File: src/rtl/instruction_fetch_if.sv
// instruction_fetch_if: bundles the program-load, control and IF/ID latch signals of the
// fetch stage.
//   master modport: drives prog_we/prog_addr/prog_data, start, stall; observes latch + status.
//   slave modport : the fetch stage side (inverse directions).
`timescale 1ns / 1ps
interface instruction_fetch_if #(
  parameter int unsigned ADDR_W = 5,
  parameter int unsigned INST_W = 16
) ();
  logic              prog_we;
  logic [ADDR_W-1:0] prog_addr;
  logic [INST_W-1:0] prog_data;
  logic              start;
  logic              stall;
  logic [2:0]        inst;
  logic [INST_W-1:0] inst_word;
  logic [ADDR_W-1:0] inst_pc;
  logic              inst_valid;
  logic              busy;
  logic              done;
  logic              fault;

  modport master (
    output prog_we, prog_addr, prog_data, start, stall,
    input  inst, inst_word, inst_pc, inst_valid, busy, done, fault
  );

  modport slave (
    input  prog_we, prog_addr, prog_data, start, stall,
    output inst, inst_word, inst_pc, inst_valid, busy, done, fault
  );
endinterface

File: src/rtl/instruction_fetch.sv
// instruction_fetch: fetch stage with writable instruction memory, program counter and a
// registered IF/ID latch. Walks the program one word per cycle after a start pulse, stops on
// HALT, and holds everything while stall is high.
// Ports:
//   sysclk - clock, rising edge
//   rst    - asynchronous active-high reset (memory contents are retained)
//   bus    - instruction_fetch_if.slave: program load, start/stall, latched word and status
// Build option: define IFETCH_ILLEGAL_TRAP_EN to trap opcodes 1 and 2 into a FAULT state
// (left only by rst). Without it those opcodes are fetched like any other and fault is 0.
`timescale 1ns / 1ps
module instruction_fetch #(
  parameter int unsigned ADDR_W = 5,
  parameter int unsigned INST_W = 16
) (
  input  logic                sysclk,
  input  logic                rst,
  instruction_fetch_if.slave  bus
);

  localparam int unsigned Depth = 2 ** ADDR_W;

  localparam logic [1:0] StIdle  = 2'd0;
  localparam logic [1:0] StRun   = 2'd1;
  localparam logic [1:0] StDone  = 2'd2;
`ifdef IFETCH_ILLEGAL_TRAP_EN
  localparam logic [1:0] StFault = 2'd3;
  localparam logic [2:0] OpIll1  = 3'd1;
  localparam logic [2:0] OpIll2  = 3'd2;
`endif
  localparam logic [2:0] OpHalt  = 3'd3;

  localparam logic [ADDR_W-1:0] PcOne = {{(ADDR_W-1){1'b0}}, 1'b1};

  logic [INST_W-1:0] mem_q [Depth];

  logic [1:0]        state_q, state_d;
  logic [ADDR_W-1:0] pc_q, pc_d;
  logic [INST_W-1:0] word_q, word_d;
  logic [ADDR_W-1:0] ipc_q, ipc_d;
  logic              valid_q, valid_d;

  logic [INST_W-1:0] rd_word;
  logic [2:0]        rd_op;

  assign rd_word = mem_q[pc_q];
  assign rd_op   = rd_word[INST_W-1 -: 3];

  // Memory has no reset; writes are locked out while the program is running.
  always_ff @(posedge sysclk) begin
    if (bus.prog_we && (state_q != StRun)) begin
      mem_q[bus.prog_addr] <= bus.prog_data;
    end
  end

  always_comb begin
    state_d = state_q;
    pc_d    = pc_q;
    word_d  = word_q;
    ipc_d   = ipc_q;
    valid_d = valid_q;
    case (state_q)
      StIdle, StDone: begin
        word_d  = '0;
        ipc_d   = '0;
        valid_d = 1'b0;
        if (bus.start) begin
          state_d = StRun;
          pc_d    = '0;
        end
      end
      StRun: begin
        // stall freezes PC, latch and state, so HALT/illegal wait until it drops.
        if (!bus.stall) begin
          if (rd_op == OpHalt) begin
            word_d  = '0;
            ipc_d   = '0;
            valid_d = 1'b0;
            state_d = StDone;
          end
`ifdef IFETCH_ILLEGAL_TRAP_EN
          else if ((rd_op == OpIll1) || (rd_op == OpIll2)) begin
            word_d  = '0;
            ipc_d   = '0;
            valid_d = 1'b0;
            state_d = StFault;
          end
`endif
          else begin
            word_d  = rd_word;
            ipc_d   = pc_q;
            valid_d = 1'b1;
            pc_d    = pc_q + PcOne;  // natural wrap at 2^ADDR_W
          end
        end
      end
      default: begin
        // FAULT: sticky until rst, latch shows a bubble.
        word_d  = '0;
        ipc_d   = '0;
        valid_d = 1'b0;
      end
    endcase
  end

  always_ff @(posedge sysclk or posedge rst) begin
    if (rst) begin
      state_q <= StIdle;
      pc_q    <= '0;
      word_q  <= '0;
      ipc_q   <= '0;
      valid_q <= 1'b0;
    end else begin
      state_q <= state_d;
      pc_q    <= pc_d;
      word_q  <= word_d;
      ipc_q   <= ipc_d;
      valid_q <= valid_d;
    end
  end

  assign bus.inst       = word_q[INST_W-1 -: 3];
  assign bus.inst_word  = word_q;
  assign bus.inst_pc    = ipc_q;
  assign bus.inst_valid = valid_q;
  assign bus.busy       = (state_q == StRun);
  assign bus.done       = (state_q == StDone);
`ifdef IFETCH_ILLEGAL_TRAP_EN
  assign bus.fault      = (state_q == StFault);
`else
  assign bus.fault      = 1'b0;
`endif

endmodule

File: src/flat_wrapper.sv
// flat-port wrapper written by rule: the top's interface ports become plain ports
module instruction_fetch_flat 
#(
  parameter int unsigned ADDR_W = 5,
  parameter int unsigned INST_W = 16
)
  (sysclk, rst, bus_prog_we, bus_prog_addr, bus_prog_data, bus_start, bus_stall, bus_inst, bus_inst_word, bus_inst_pc, bus_inst_valid, bus_busy, bus_done, bus_fault);
  instruction_fetch_if #(.ADDR_W(ADDR_W), .INST_W(INST_W)) bus_i ();
  input  logic sysclk;
  input  logic rst;
  input wire logic [$bits(bus_i.prog_we)-1:0] bus_prog_we;
  input wire logic [$bits(bus_i.prog_addr)-1:0] bus_prog_addr;
  input wire logic [$bits(bus_i.prog_data)-1:0] bus_prog_data;
  input wire logic [$bits(bus_i.start)-1:0] bus_start;
  input wire logic [$bits(bus_i.stall)-1:0] bus_stall;
  output wire logic [$bits(bus_i.inst)-1:0] bus_inst;
  output wire logic [$bits(bus_i.inst_word)-1:0] bus_inst_word;
  output wire logic [$bits(bus_i.inst_pc)-1:0] bus_inst_pc;
  output wire logic [$bits(bus_i.inst_valid)-1:0] bus_inst_valid;
  output wire logic [$bits(bus_i.busy)-1:0] bus_busy;
  output wire logic [$bits(bus_i.done)-1:0] bus_done;
  output wire logic [$bits(bus_i.fault)-1:0] bus_fault;
  assign bus_i.prog_we = bus_prog_we;
  assign bus_i.prog_addr = bus_prog_addr;
  assign bus_i.prog_data = bus_prog_data;
  assign bus_i.start = bus_start;
  assign bus_i.stall = bus_stall;
  assign bus_inst = bus_i.inst;
  assign bus_inst_word = bus_i.inst_word;
  assign bus_inst_pc = bus_i.inst_pc;
  assign bus_inst_valid = bus_i.inst_valid;
  assign bus_busy = bus_i.busy;
  assign bus_done = bus_i.done;
  assign bus_fault = bus_i.fault;
  instruction_fetch #(.ADDR_W(ADDR_W), .INST_W(INST_W)) u_core (.sysclk(sysclk), .rst(rst), .bus(bus_i));
endmodule
File: config.mk
export PLATFORM = sky130hd
export DESIGN_NAME = instruction_fetch_flat
export DESIGN_NICKNAME = d
export VERILOG_FILES = /design/src/rtl/instruction_fetch_if.sv /design/src/rtl/instruction_fetch.sv /design/src/flat_wrapper.sv
export SDC_FILE = /design/constraint.sdc
export NUM_CORES = 1
export LEC_CHECK = 0
export BUFFER_PORTS_ARGS = -buffer_cell sky130_fd_sc_hd__buf_2
export CORE_ASPECT_RATIO = 2
export CORE_MARGIN = 5
export CORE_UTILIZATION = 65
export CTS_BUF_LIST = sky130_fd_sc_hd__clkbuf_4
export DETAILED_ROUTE_END_ITERATION = 10
export HOLD_SLACK_MARGIN = 0.15
export PLACE_DENSITY = 0.8
export SLEW_MARGIN = 20
export SYNTH_ARGS = -nofsm -noshare
export SYNTH_HDL_FRONTEND = slang
export SYNTH_SLANG_ARGS = --single-unit
File: constraint.sdc
create_clock -name sysclk -period 7.6 [get_ports sysclk]
set_input_delay 1.52 -clock sysclk [delete_from_list [all_inputs] [get_ports sysclk]]
set_output_delay 1.52 -clock sysclk [all_outputs]
set_load 0.01 [all_outputs]
* After elaboration in Yosys (flattened, before gate mapping) *
Memory sizes are Yosys's and may differ from the RTL's.
Cells that the tools add are included.

storage, ports and cells
  bits in registers = 29
  memory bits (writable) = 512
  bits of input ports = 26
  output and inout bits = 28
  word-level logic and storage cells = 40
  memories = 1

memories
  name          words  bits a word  rd ports  clocked after memory_dff  write ports  line                     text
  u_core.mem_q  32     16           1         0                         1            instruction_fetch.sv:34  logic [INST_W-1:0] mem_q [Depth];

operators by class
  $add $sub $neg = 1
  equality and inequality tests = 8
  muxes and demuxes = 19
  reduce and logical (&&, ||, !) cells = 6

operators with widths
  cell                                                    count
  2-to-1 mux 16 bit                                       3
  2-to-1 mux 5 bit                                        6
  case mux 5 bit (2 select lines)                         1
  AND reduction 4 bit                                     2
  2-to-1 mux 2 bit                                        3
  inequality test 2 bit (second input constant)           3
  adder 5 x 1 -> 5 bit (second input constant)            1
  2-to-1 mux 1 bit                                        5
  inequality test 2 x 1 -> 1 bit (second input constant)  2
  case mux 2 bit (2 select lines)                         1
  equality test 3 x 2 -> 1 bit (second input constant)    1
  equality test 2 x 1 -> 1 bit (second input constant)    1
  equality test 2 bit (second input constant)             1
  logical NOT 2 bit                                       1
  nonzero test 2 bit                                      1
  OR reduction 2 bit                                      1
  logical AND 1 bit                                       1

* Logic depth before layout (Yosys ltp) *
Gate-level depths: netlist (run 1).
An unclocked memory read counts as a cell.

  depth in word-level cells = 5
  gate-level depth with buffers = 11
  depth with buffers taken out = 6

* Worst setup path before layout (run 1) *
OpenSTA, ideal clock, no wires.

  kind = input port to flip-flop
  from = input bus_prog_addr[1]
  to = memory u_core.mem_q[12][0], enable pin
  setup time = 0.388 ns
  arrival time = 2.776 ns
  required time = 7.212 ns
  setup slack = 4.436 ns
  stages on the path = 3
  path buffers = 1
  path through = or3_1 -> clkbuf_1 -> nor2_1

RTL lines
  item             line                     text
  start, declared  flat_wrapper.sv:12       input wire logic [$bits(bus_i.prog_addr)-1:0] bus_prog_addr;
  end, declared    instruction_fetch.sv:34

Straight into the memory's write port.

* Final worst setup path (run 1) *
  from = register u_core.pc_q[1]
  to = register u_core.pc_q[2]

between the ends
  cells in the longest elaborated chain, start to end = 4
  elaborated cells between the ends (all ways) = 8
  classes of those cells = add/sub (1); eq/ne (2); mux (3); reduce/logical (1); memory (1)

ends and longest elaborated chain
  item                                                                              line                      text
  start, declared                                                                   instruction_fetch.sv:37   logic [ADDR_W-1:0] pc_q, pc_d;
  start signal, assigned                                                            instruction_fetch.sv:114  pc_q <= pc_d;
  memory read (32 x 16 bit) or adder 5 x 1 -> 5 bit (tied branches)                 n/a
  equality test 3 x 2 -> 1 bit or 2-to-1 mux 5 bit (tied branches)                  instruction_fetch.sv:74   if (rd_op == OpHalt) begin
  inequality test 2 bit (no line) or 2-to-1 mux 5 bit (tied branches)               n/a
  AND reduction 4 bit (no line) or case mux 5 bit (2 select lines) (tied branches)  n/a

Parallel ways exist; a longest one is shown, timed or not. The select of a mux whose other input is x is not followed.
A chain may end at the register's enable or synchronous reset.

==> impl_metrics.env, run 1 <==
export IMPL_cts_resized_gates=0
export IMPL_drc=0
export IMPL_area_growth_pct=10.81
export IMPL_die_area_um2=35890
export IMPL_relSlewSlack_pct=20.82
export IMPL_drt_iter0_drc=852
export IMPL_clk_pin_slew_worst_paths_ns=0.07
export IMPL_rsz0062_at_grt="no"
export IMPL_ir_drop_mv=0.2011
export IMPL_synth_top_area_share_pct=73.92
export IMPL_cts_num_sinks=541
export IMPL_layoutNonFillerInstCount=1563
export IMPL_hp_class="register to register"
export IMPL_grt_max_degree=91
export IMPL_cts_root_buf="clkbuf_4"
export IMPL_pin_count=54
export IMPL_grt_antenna_before_repair=3
export IMPL_syn_num_nets=932
export IMPL_reg2reg_setup_slack_ns=3.56
export IMPL_cts_buffers=108
export IMPL_critPathKind="register to register"
export IMPL_htree_levels=3
export IMPL_clock_skew_ns=0.03301
export IMPL_vias=9722
export IMPL_grt_pass1_vias=10620
export IMPL_ys_seq_area_share_pct=77.41
export IMPL_globalplace_congestion=0.7791
export IMPL_synth_warning_count=0
export IMPL_synthCells=905
export IMPL_drv_cap=0
export IMPL_arrival_ns=4.74
export IMPL_layout_setup_ws_ns=3.556
export IMPL_start_util_pct=65.94
export IMPL_yosysTopAreaCell="edfxtp_1"
export IMPL_fp_dieW_um=136.5
export IMPL_period_needed_ns=4.044
export IMPL_core_area_um2=31540
export IMPL_synth_distinct_cells=35
export IMPL_reg2reg_depth=7
export IMPL_postCtsHoldBufs=0
export IMPL_power_density_nw_per_um2=321.0
export IMPL_setup_viol=0
export IMPL_finalWirelength_um=42480
export IMPL_dp_cells=1358
export IMPL_cts_setup_buffers=0
export IMPL_cts_tree="yes"
export IMPL_synth_most_common_cell="edfxtp_1"
export IMPL_hold_depth=2
export IMPL_required_ns=8.30
export IMPL_max_freq_mhz=247.3
export IMPL_vias_per_cell=6.220
export IMPL_dp_final_hpwl_um=25540
export IMPL_slew_violations=0
export IMPL_hp_start="u_core.bus.inst_valid"
export IMPL_grt_ovfl_total=0
export IMPL_clk_latency_ns=0.82
export IMPL_rr_startpoint="u_core.pc_q[1]"
export IMPL_drt_pass1_iterations=5
export IMPL_r2r_end="u_core.pc_q[2]"
export IMPL_hold_path_end="u_core.bus.inst_valid"
export IMPL_end_kind="register"
export IMPL_layout_nets=1072
export IMPL_netlist_top_cells_area="edfxtp_1, mux4_2, dfrtp_1, mux2i_1, nor2_1"
export IMPL_setup_tns_ns=0
export IMPL_post_place_ws_ns=3.174
export IMPL_worst_path_max_fanout=56
export IMPL_hold_violations=0
export IMPL_ctsLongestPathBuffers=3
export IMPL_syn_area_um2=20800
export IMPL_tightest_slew_ns=1.186
export IMPL_grt_pass1_wl_um=64110
export IMPL_num_rows=92
export IMPL_synth_area_per_cell_um2=22.98
export IMPL_outcome="completed"
export IMPL_synth_main_ff_cell="edfxtp_1"
export IMPL_ys_seq_elements=541
export IMPL_synthArstFlopShare_pct=5.360
export IMPL_power_w=0.007398
export IMPL_synth_commonest_cells="edfxtp_1, mux4_2, nor2_1"
export IMPL_crit_path_start_kind="register"
export IMPL_synth_edf_count=512
export IMPL_postRouteAntennaNets=0
export IMPL_drive_gt1_share_pct=39.46
export IMPL_p_leak_nw=7.577
export IMPL_die_h_um=263.0
export IMPL_fin_crit_sh_pct=53.22
export IMPL_port_buffers=52
export IMPL_gr_usage_all_layers_pct=25.15
export IMPL_wl_per_cell_um=27.18
## worst max-delay path, stage by stage (launching register included)
cell	delay (ns)
dfrtp_4	1.03
buf_4	0.54
mux4_2	0.57
mux4_2	0.49
mux2i_1	0.27
a211oi_2	0.12
or2_2	0.58
o311ai_2	0.29
## kinds of logic (layout without fill, tap and decap cells)
family / Yosys count / in the layout / share of synthesized area, %
flops: 541 / 541 / 77.41
mux: 181 / 181 / 18.22
simple gates: 96 / 96 / 1.949
buf+inv: 57 / 290 / 1.341
compound gates: 28 / 28 / 0.9986
fa+ha+maj: 1 / 1 / 0.06015
other cells: 1 / 3 / 0.01803
## worst max path at each step
stage	start	end	slack, ns	cells past startpoint
2_1_floorplan	bus_prog_addr[1]	u_core.mem_q[12][0]	4.44	3
3_3_place_gp	u_core.pc_q[1]	u_core.bus.inst_word[9]	3.32	7
3_5_place_dp	u_core.pc_q[1]	u_core.bus.inst_word[9]	3.17	7
4_1_cts	u_core.pc_q[1]	u_core.bus.inst_word[9]	3.15	7
5_1_grt	u_core.pc_q[1]	u_core.pc_q[2]	3.32	7
6_report	u_core.pc_q[1]	u_core.pc_q[2]	3.56	7
## power breakdown
| group | leakage (nW) | switching [W] | internal (W) |
|---|---|---|---|
| logic | 1.79 | 0.000913 | 0.000985 |
| clock network | 0.807 | 0.00103 | 0.000944 |
| registers | 4.98 | 0.000171 | 0.00335 |
| total | 7.58 | 0.00212 | 0.00528 |
## cells in the final DEF (no fill, tap or decap), types with 2 or more instances in the layout
cell type | synthesis | final
buf_4 | 5 | 24
mux2i_1 | 22 | 22
nor2_4 | 0 | 10
edfxtp_1 | 512 | 512
nand2_1 | 36 | 36
nand2b_1 | 2 | 2
diode_2 | 0 | 2
clkinv_2 | 0 | 10
nand3_1 | 5 | 5
clkinv_1 | 0 | 41
inv_2 | 1 | 5
nor2_2 | 0 | 22
dfrtp_1 | 29 | 26
clkbuf_4 | 0 | 147
dfrtp_4 | 0 | 2
nor3_1 | 2 | 2
o21ai_0 | 2 | 2
buf_2 | 7 | 52
nor2_1 | 41 | 9
nand3b_1 | 3 | 3
mux4_2 | 158 | 158
inv_1 | 9 | 8
o21ai_1 | 9 | 9
o21ai_2 | 10 | 10
or3_1 | 3 | 3
## through the flow
step,hold slack [ns],instance area [um^2],util (%)
finish,0.4764,23050,73.07
floorplan,0.4661,20800,-
detailed placement,0.4654,21670,68.69
global route,0.5088,23050,73.07
CTS,0.4824,23020,72.99
global placement,0.4557,21640,68.60
## state kept, by name (all words and copies together), names as in the netlist
| signal | flops |
|---|---|
| u_core.state_q | 2 |
| u_core.bus.inst_valid | 1 |
| u_core.bus.inst_pc | 5 |
| u_core.mem_q | 512 |
| u_core.bus.inst_word | 16 |
| u_core.pc_q | 5 |
## layout make-up
cell class                      count  area [um^2]
Antenna cell                        2        5.005
Clock buffer                      147         1104
Clock inverter                     56        252.7
Fill cell                        1861         8493
Inverter                           10        37.54
Multi-Input combinational cell    307         4549
Sequential cell                   541        16110
Tap cell                          423        529.3
Timing Repair Buffer               77        460.4
## per-layer routing
metal	GRT usage (%)	part of all wire, %	wire length, um	vias to the layer above
met1	30.38	34	14400	5025
met2	43.89	56	23750	445
met3	5.502	7.2	3047	75
met4	9.899	3.0	1279	2
met5	0	0.031	13	-
li1	-	-	-	4175
Note: power is estimated with default switching activity, not from simulation.
==> run 2: changes to the inputs <==
--- a/config.mk
+++ b/config.mk
@@ -8,11 +8,11 @@
 export BUFFER_PORTS_ARGS = -buffer_cell sky130_fd_sc_hd__buf_2
 export CORE_ASPECT_RATIO = 2
 export CORE_MARGIN = 5
-export CORE_UTILIZATION = 65
+export CORE_UTILIZATION = 58
 export CTS_BUF_LIST = sky130_fd_sc_hd__clkbuf_4
 export DETAILED_ROUTE_END_ITERATION = 10
 export HOLD_SLACK_MARGIN = 0.15
-export PLACE_DENSITY = 0.8
+export PLACE_DENSITY = 0.76
 export SLEW_MARGIN = 20
 export SYNTH_ARGS = -nofsm -noshare
 export SYNTH_HDL_FRONTEND = slang
==> constraint.sdc (replaced) <==
create_clock -name sysclk -period 3.5 [get_ports sysclk]
set_input_delay 0.7 -clock sysclk [delete_from_list [all_inputs] [get_ports sysclk]]
set_output_delay 0.7 -clock sysclk [all_outputs]
set_load 0.01 [all_outputs]
==> run 2 against run 1 <==
Net effect: via count grew 2.7%; register-to-register slack worse by 3.2 ns; sequential power is 110% higher.
==> impl_metrics.env, run 2 (synthesized netlist as in run 1, its figures left out) <==
export IMPL_outcome="completed"
export IMPL_drive_gt1_share_pct=41.38
export IMPL_grt_max_degree=78
export IMPL_fin_crit_sh_pct=90.60
export IMPL_num_rows=98
export IMPL_period_needed_ns=3.171
export IMPL_crit_chain="buf_4 -> mux4_2 -> mux2_2 -> a2bb2oi_1 -> a211oi_2 -> or2_1 -> buf_12 -> mux2i_1"
export IMPL_start_util_pct=58.49
export IMPL_pwr_share_clk_pct=26.8
export IMPL_end_kind="register"
export IMPL_fillers=2271
export IMPL_ir_drop_mv=0.7003
export IMPL_drc=0
export IMPL_grt_antenna_before_repair=5
export IMPL_clk_pin_slew_worst_paths_ns=0.08
export IMPL_htree_levels=3
export IMPL_arrival_ns=3.87
export IMPL_port_buffers=52
export IMPL_drt_pass1_iterations=5
export IMPL_finalWirelength_um=44950
export IMPL_cts_root_buf="clkbuf_4"
export IMPL_p_int_w=0.01168
export IMPL_clk_latency_ns=0.79
export IMPL_required_ns=4.20
export IMPL_crit_family="multiplexers"
export IMPL_post_place_ws_ns=0.3602
export IMPL_clock_skew_ns=0.03692
export IMPL_fp_dieW_um=143.9
export IMPL_wl_per_cell_um=27.87
export IMPL_p_sw_w=0.004629
export IMPL_grt_ovfl_total=0
export IMPL_slew_violations=0
export IMPL_final_common_cell="edfxtp_1"
export IMPL_post_route_util_pct=65.71
export IMPL_core_area_um2=35560
export IMPL_largest_reg_flops=512
export IMPL_power_w=0.01631
export IMPL_dp_final_hpwl_um=27820
export IMPL_die_h_um=277.8
export IMPL_setup_viol=0
export IMPL_grt_pass1_vias=10710
export IMPL_area_growth_pct=12.34
export IMPL_p_leak_nw=7.764
export IMPL_power_frac_comb_pct=27.4
export IMPL_placed_cell_area_um2=21970
export IMPL_cts_tree="yes"
export IMPL_layout_setup_ws_ns=0.3291
export IMPL_design_area_um2=23370
export IMPL_vias=9988
export IMPL_crit_path_start_kind="register"
export IMPL_grt_pass1_wl_um=66970
export IMPL_die_area_um2=39980
export IMPL_setup_tns_ns=0
export IMPL_max_freq_mhz=315.4
export IMPL_drt_iter0_drc=931
export IMPL_vias_per_cell=6.192
export IMPL_pin_count=54
export IMPL_cts_num_sinks=541
export IMPL_postRouteAntennaNets=0
export IMPL_ctsLongestPathBuffers=3
export IMPL_power_density_nw_per_um2=698.1
export IMPL_max_stage_delay_ns=0.65
export IMPL_cts_buffers=105
export IMPL_relSlewSlack_pct=58.42
export IMPL_drv_cap=0
export IMPL_seqPwrFrac_pct=45.8
export IMPL_hold_violations=0
export IMPL_worst_path_max_fanout=19
export IMPL_crit_buf_inv=2
export IMPL_regMostFlops="u_core.mem_q"
export IMPL_layout_common_cells="edfxtp_1, mux4_2, clkbuf_4"
export IMPL_tightest_slew_ns=0.6237
export IMPL_hp_class="primary input to register"
export IMPL_worst_path_max_delay_cell="dfrtp_4"
export IMPL_rsz0062_at_grt="no"
export IMPL_switching_share_pct=28.38
export IMPL_critPathKind="register to register"
export IMPL_layout_nets=1101
export IMPL_gr_usage_all_layers_pct=23.51
export IMPL_globalplace_congestion=0.7852
run 2: power groups by stage:
stage	Sequential [W]	Clock (W)	Combinational, W
after global placement	0.00760	0	0.00449
after CTS	0.00748	0.00449	0.00456
after detailed placement	0.00762	0	0.00455
after floorplan	0.00754	0	0.00332
final	0.00747	0.00436	0.00448
after global routing	0.00750	0.00486	0.00477
run 2: metal layers:
layer | vias to the layer above | track usage (%) | share of wire, %
li1 | 4200 | - | -
met2 | 438 | 42.49 | 57
met5 | - | 0 | 0.060
met3 | 113 | 4.727 | 6.7
met4 | 4 | 9.280 | 3.6
met1 | 5233 | 27.00 | 32
run 2: layout make-up:
class | instances | area (um^2) | area share [%]
Antenna cell | 3 | 7.507 | 0.03213
Tap cell | 450 | 563.0 | 2.410
Sequential cell | 541 | 16110 | 68.94
Clock inverter | 44 | 235.2 | 1.007
Inverter | 10 | 37.54 | 0.1606
Clock buffer | 149 | 1119 | 4.787
Multi-Input combinational cell | 307 | 4499 | 19.26
Timing Repair Buffer | 109 | 795.8 | 3.406
run 2: path summary, 6_finish.rpt:
check | from | end | slack (ns) | cells past startpoint
max reg2reg | u_core.pc_q[1] | u_core.pc_q[1] | 0.33 | 8
max | u_core.pc_q[1] | u_core.pc_q[1] | 0.33 | 8
min in group asynchronous | rst | u_core.bus.inst_word[9] | 0.52 | 4
min | bus_prog_data[13] | u_core.mem_q[16][13] | 0.40 | 1
max in group asynchronous | rst | u_core.pc_q[0] | 2.66 | 4
min reg2reg | u_core.bus.inst_word[9] | u_core.bus.inst_word[9] | 0.48 | 2
run 2: repair_timing:
| action | in CTS | in global routing |
|---|---|---|
| hold buffers | 3 | 0 |
| resized for setup | 0 | 0 |
| buffers inserted | 0 | 0 |
| endpoints found under the setup margin | 0 | 0 |
| endpoints found under the hold margin | 31 | 0 |
run 2: stage by stage:
| stage | std cells | hold slack [ns] |
|---|---|---|
| floorplan | 905 | 0.4661 |
| global placement | 1414 | 0.4586 |
| detailed placement | 1414 | 0.4623 |
| CTS | 1610 | 0.3242 |
| global route | 1612 | 0.3517 |
| finish | 1613 | 0.3959 |
==> run 3: changes to the inputs <==
--- a/config.mk
+++ b/config.mk
@@ -11,6 +11,7 @@
 export CORE_UTILIZATION = 58
 export CTS_BUF_LIST = sky130_fd_sc_hd__clkbuf_4
 export DETAILED_ROUTE_END_ITERATION = 10
+export GPL_TIMING_DRIVEN = 0
 export HOLD_SLACK_MARGIN = 0.15
 export PLACE_DENSITY = 0.76
 export SLEW_MARGIN = 20
==> run 3 against run 2 <==
Net effect: utilization about the same; global-route usage increased by 1.3 points; die area unchanged; clock power about the same; power increased by 2.1%; via count increased by 1.1%; sequential cell count unchanged; sequential power decreased by 1%; register-to-register slack got worse by 0.24 ns.
==> impl_metrics.env, run 3 (synthesized netlist as in run 1, its figures left out) <==
export IMPL_area_growth_pct=12.43
export IMPL_vias_per_cell=6.239
export IMPL_htree_levels=3
export IMPL_grt_ovfl_total=0
export IMPL_layout_nets=1110
export IMPL_crit_path_start_kind="register"
export IMPL_pin_count=54
export IMPL_hp_class="primary input to register"
export IMPL_drive_gt1_share_pct=40.07
export IMPL_met3_usage_pct=5.210
export IMPL_port_buffers=52
export IMPL_wl_per_cell_um=29.19
export IMPL_top_usage_layer="met2"
export IMPL_vias=10100
export IMPL_grt_antenna_before_repair=3
export IMPL_post_place_ws_ns=-0.5739
export IMPL_setup_viol=0
export IMPL_power_density_nw_per_um2=712.1
export IMPL_rsz0062_at_grt="no"
export IMPL_p_leak_nw=7.716
export IMPL_design_area_um2=23380
export IMPL_clk_latency_ns=0.84
export IMPL_arrival_ns=4.09
export IMPL_final_common_cell="edfxtp_1"
export IMPL_cts_tree="yes"
export IMPL_placed_cell_area_um2=21970
export IMPL_rr_startpoint="u_core.pc_q[1]"
export IMPL_met1_usage_pct=29.02
export IMPL_register_area_um2=16100
export IMPL_fp_dieW_um=143.9
export IMPL_layout_setup_ws_ns=0.09390
export IMPL_ir_drop_mv=0.3952
export IMPL_largest_reg_flops=512
export IMPL_fillers=2294
export IMPL_use_met2_pct=43.57
export IMPL_start_util_pct=58.49
export IMPL_relSlewSlack_pct=36.85
export IMPL_fin_crit_sh_pct=97.32
export IMPL_end_kind="register"
export IMPL_required_ns=4.19
export IMPL_worst_path_max_fanout=10
export IMPL_num_rows=98
export IMPL_core_area_um2=35560
export IMPL_multi_input_area_um2=4594
export IMPL_grt_max_degree=33
export IMPL_hold_violations=0
export IMPL_drc=0
export IMPL_critPathKind="register to register"
export IMPL_dp_final_hpwl_um=30620
export IMPL_die_h_um=277.8
export IMPL_drv_cap=0
export IMPL_outcome="completed"
export IMPL_clk_pin_slew_worst_paths_ns=0.07
export IMPL_grt_pass1_vias=10840
export IMPL_layout_common_cells="edfxtp_1, mux4_2, clkbuf_4"
export IMPL_regMostFlops="u_core.mem_q"
export IMPL_period_needed_ns=3.406
export IMPL_drt_pass1_iterations=5
export IMPL_gr_usage_all_layers_pct=24.85
export IMPL_critPathLaunch="u_core.pc_q[1]"
export IMPL_drt_iter0_drc=1023
export IMPL_clock_skew_ns=0.05858
export IMPL_cts_num_sinks=541
export IMPL_die_area_um2=39980
export IMPL_postRouteAntennaNets=0
export IMPL_hp_start="bus_prog_data[9]"
export IMPL_cts_buffers=108
export IMPL_grt_pass1_wl_um=69870
export IMPL_cts_setup_buffers=0
export IMPL_max_freq_mhz=293.6
export IMPL_tightest_slew_ns=0.9472
export IMPL_slew_violations=0
export IMPL_ctsLongestPathBuffers=3
export IMPL_finalWirelength_um=47260
export IMPL_globalplace_congestion=0.7918
export IMPL_cts_root_buf="clkbuf_4"
-- run 3: routing by layer --
| metal | routed length, um | part of all wire [%] | vias to the layer above |
|---|---|---|---|
| met5 | 27 | 0.057 | - |
| met4 | 2072 | 4.4 | 4 |
| met3 | 3231 | 6.8 | 118 |
| met2 | 26620 | 56 | 520 |
| met1 | 15300 | 32 | 5233 |
| li1 | - | - | 4226 |
-- run 3: final cells by class --
cell class / count / area share [%]
multi-input cells: 307 / 19.65
clock inverters: 44 / 0.8829
well taps: 450 / 2.408
diodes: 1 / 0.01070
plain buffers: 47 / 1.225
repair buffers: 68 / 1.964
clock buffers: 151 / 4.848
flip-flops and latches: 541 / 68.85
inverters: 10 / 0.1605
-- run 3: power by group --
| group | internal [W] | switching [W] | leakage [nW] |
|---|---|---|---|
| clock | 0.00208 | 0.00228 | 0.808 |
| combinational | 0.00229 | 0.00263 | 1.93 |
| sequential | 0.00727 | 0.000101 | 4.98 |
| total | 0.0116 | 0.00501 | 7.72 |
-- run 3: worst paths after layout --
| path | end | depth (start not counted) | slack (ns) |
|---|---|---|---|
| setup / recovery | u_core.bus.inst_word[10] | 8 | 0.09 |
| min in group asynchronous | u_core.pc_q[3] | 3 | 0.48 |
| setup reg to reg | u_core.bus.inst_word[10] | 8 | 0.09 |
| hold reg to reg | u_core.bus.inst_word[5] | 2 | 0.48 |
| max in group asynchronous | u_core.bus.inst_word[5] | 3 | 2.59 |
| hold / removal | u_core.mem_q[10][9] | 1 | 0.36 |
-- run 3: critical path: stages, from the launching register on --
cell      delay, ns
dfrtp_1        0.38
buf_6          0.15
buf_4          0.25
buf_2          0.31
clkbuf_1       0.70
mux4_2         0.45
mux4_2         0.50
mux2i_1        0.39
o21ai_1        0.09
-- run 3: metrics by stage --
stage	std cells	hold slack, ns	power (W)	setup TNS, ns	util, %
after floorplan	905	0.4661	0.01085	0	-
after global placement	1407	0.4564	0.01234	-4.919	60.81
after detailed placement	1420	0.4631	0.01246	-5.635	61.78
after CTS	1618	0.3048	0.01682	0	65.73
after global routing	1619	0.3504	0.01745	0	65.76
final	1619	0.3645	0.01665	0	65.76
-- run 3: repair_timing --
action,CTS,global route
gates cloned,0,0
hold endpoints to repair,27,0
pin swaps,0,0
hold buffers,3,0
gates resized for setup,18,11
setup endpoints to repair,13,6
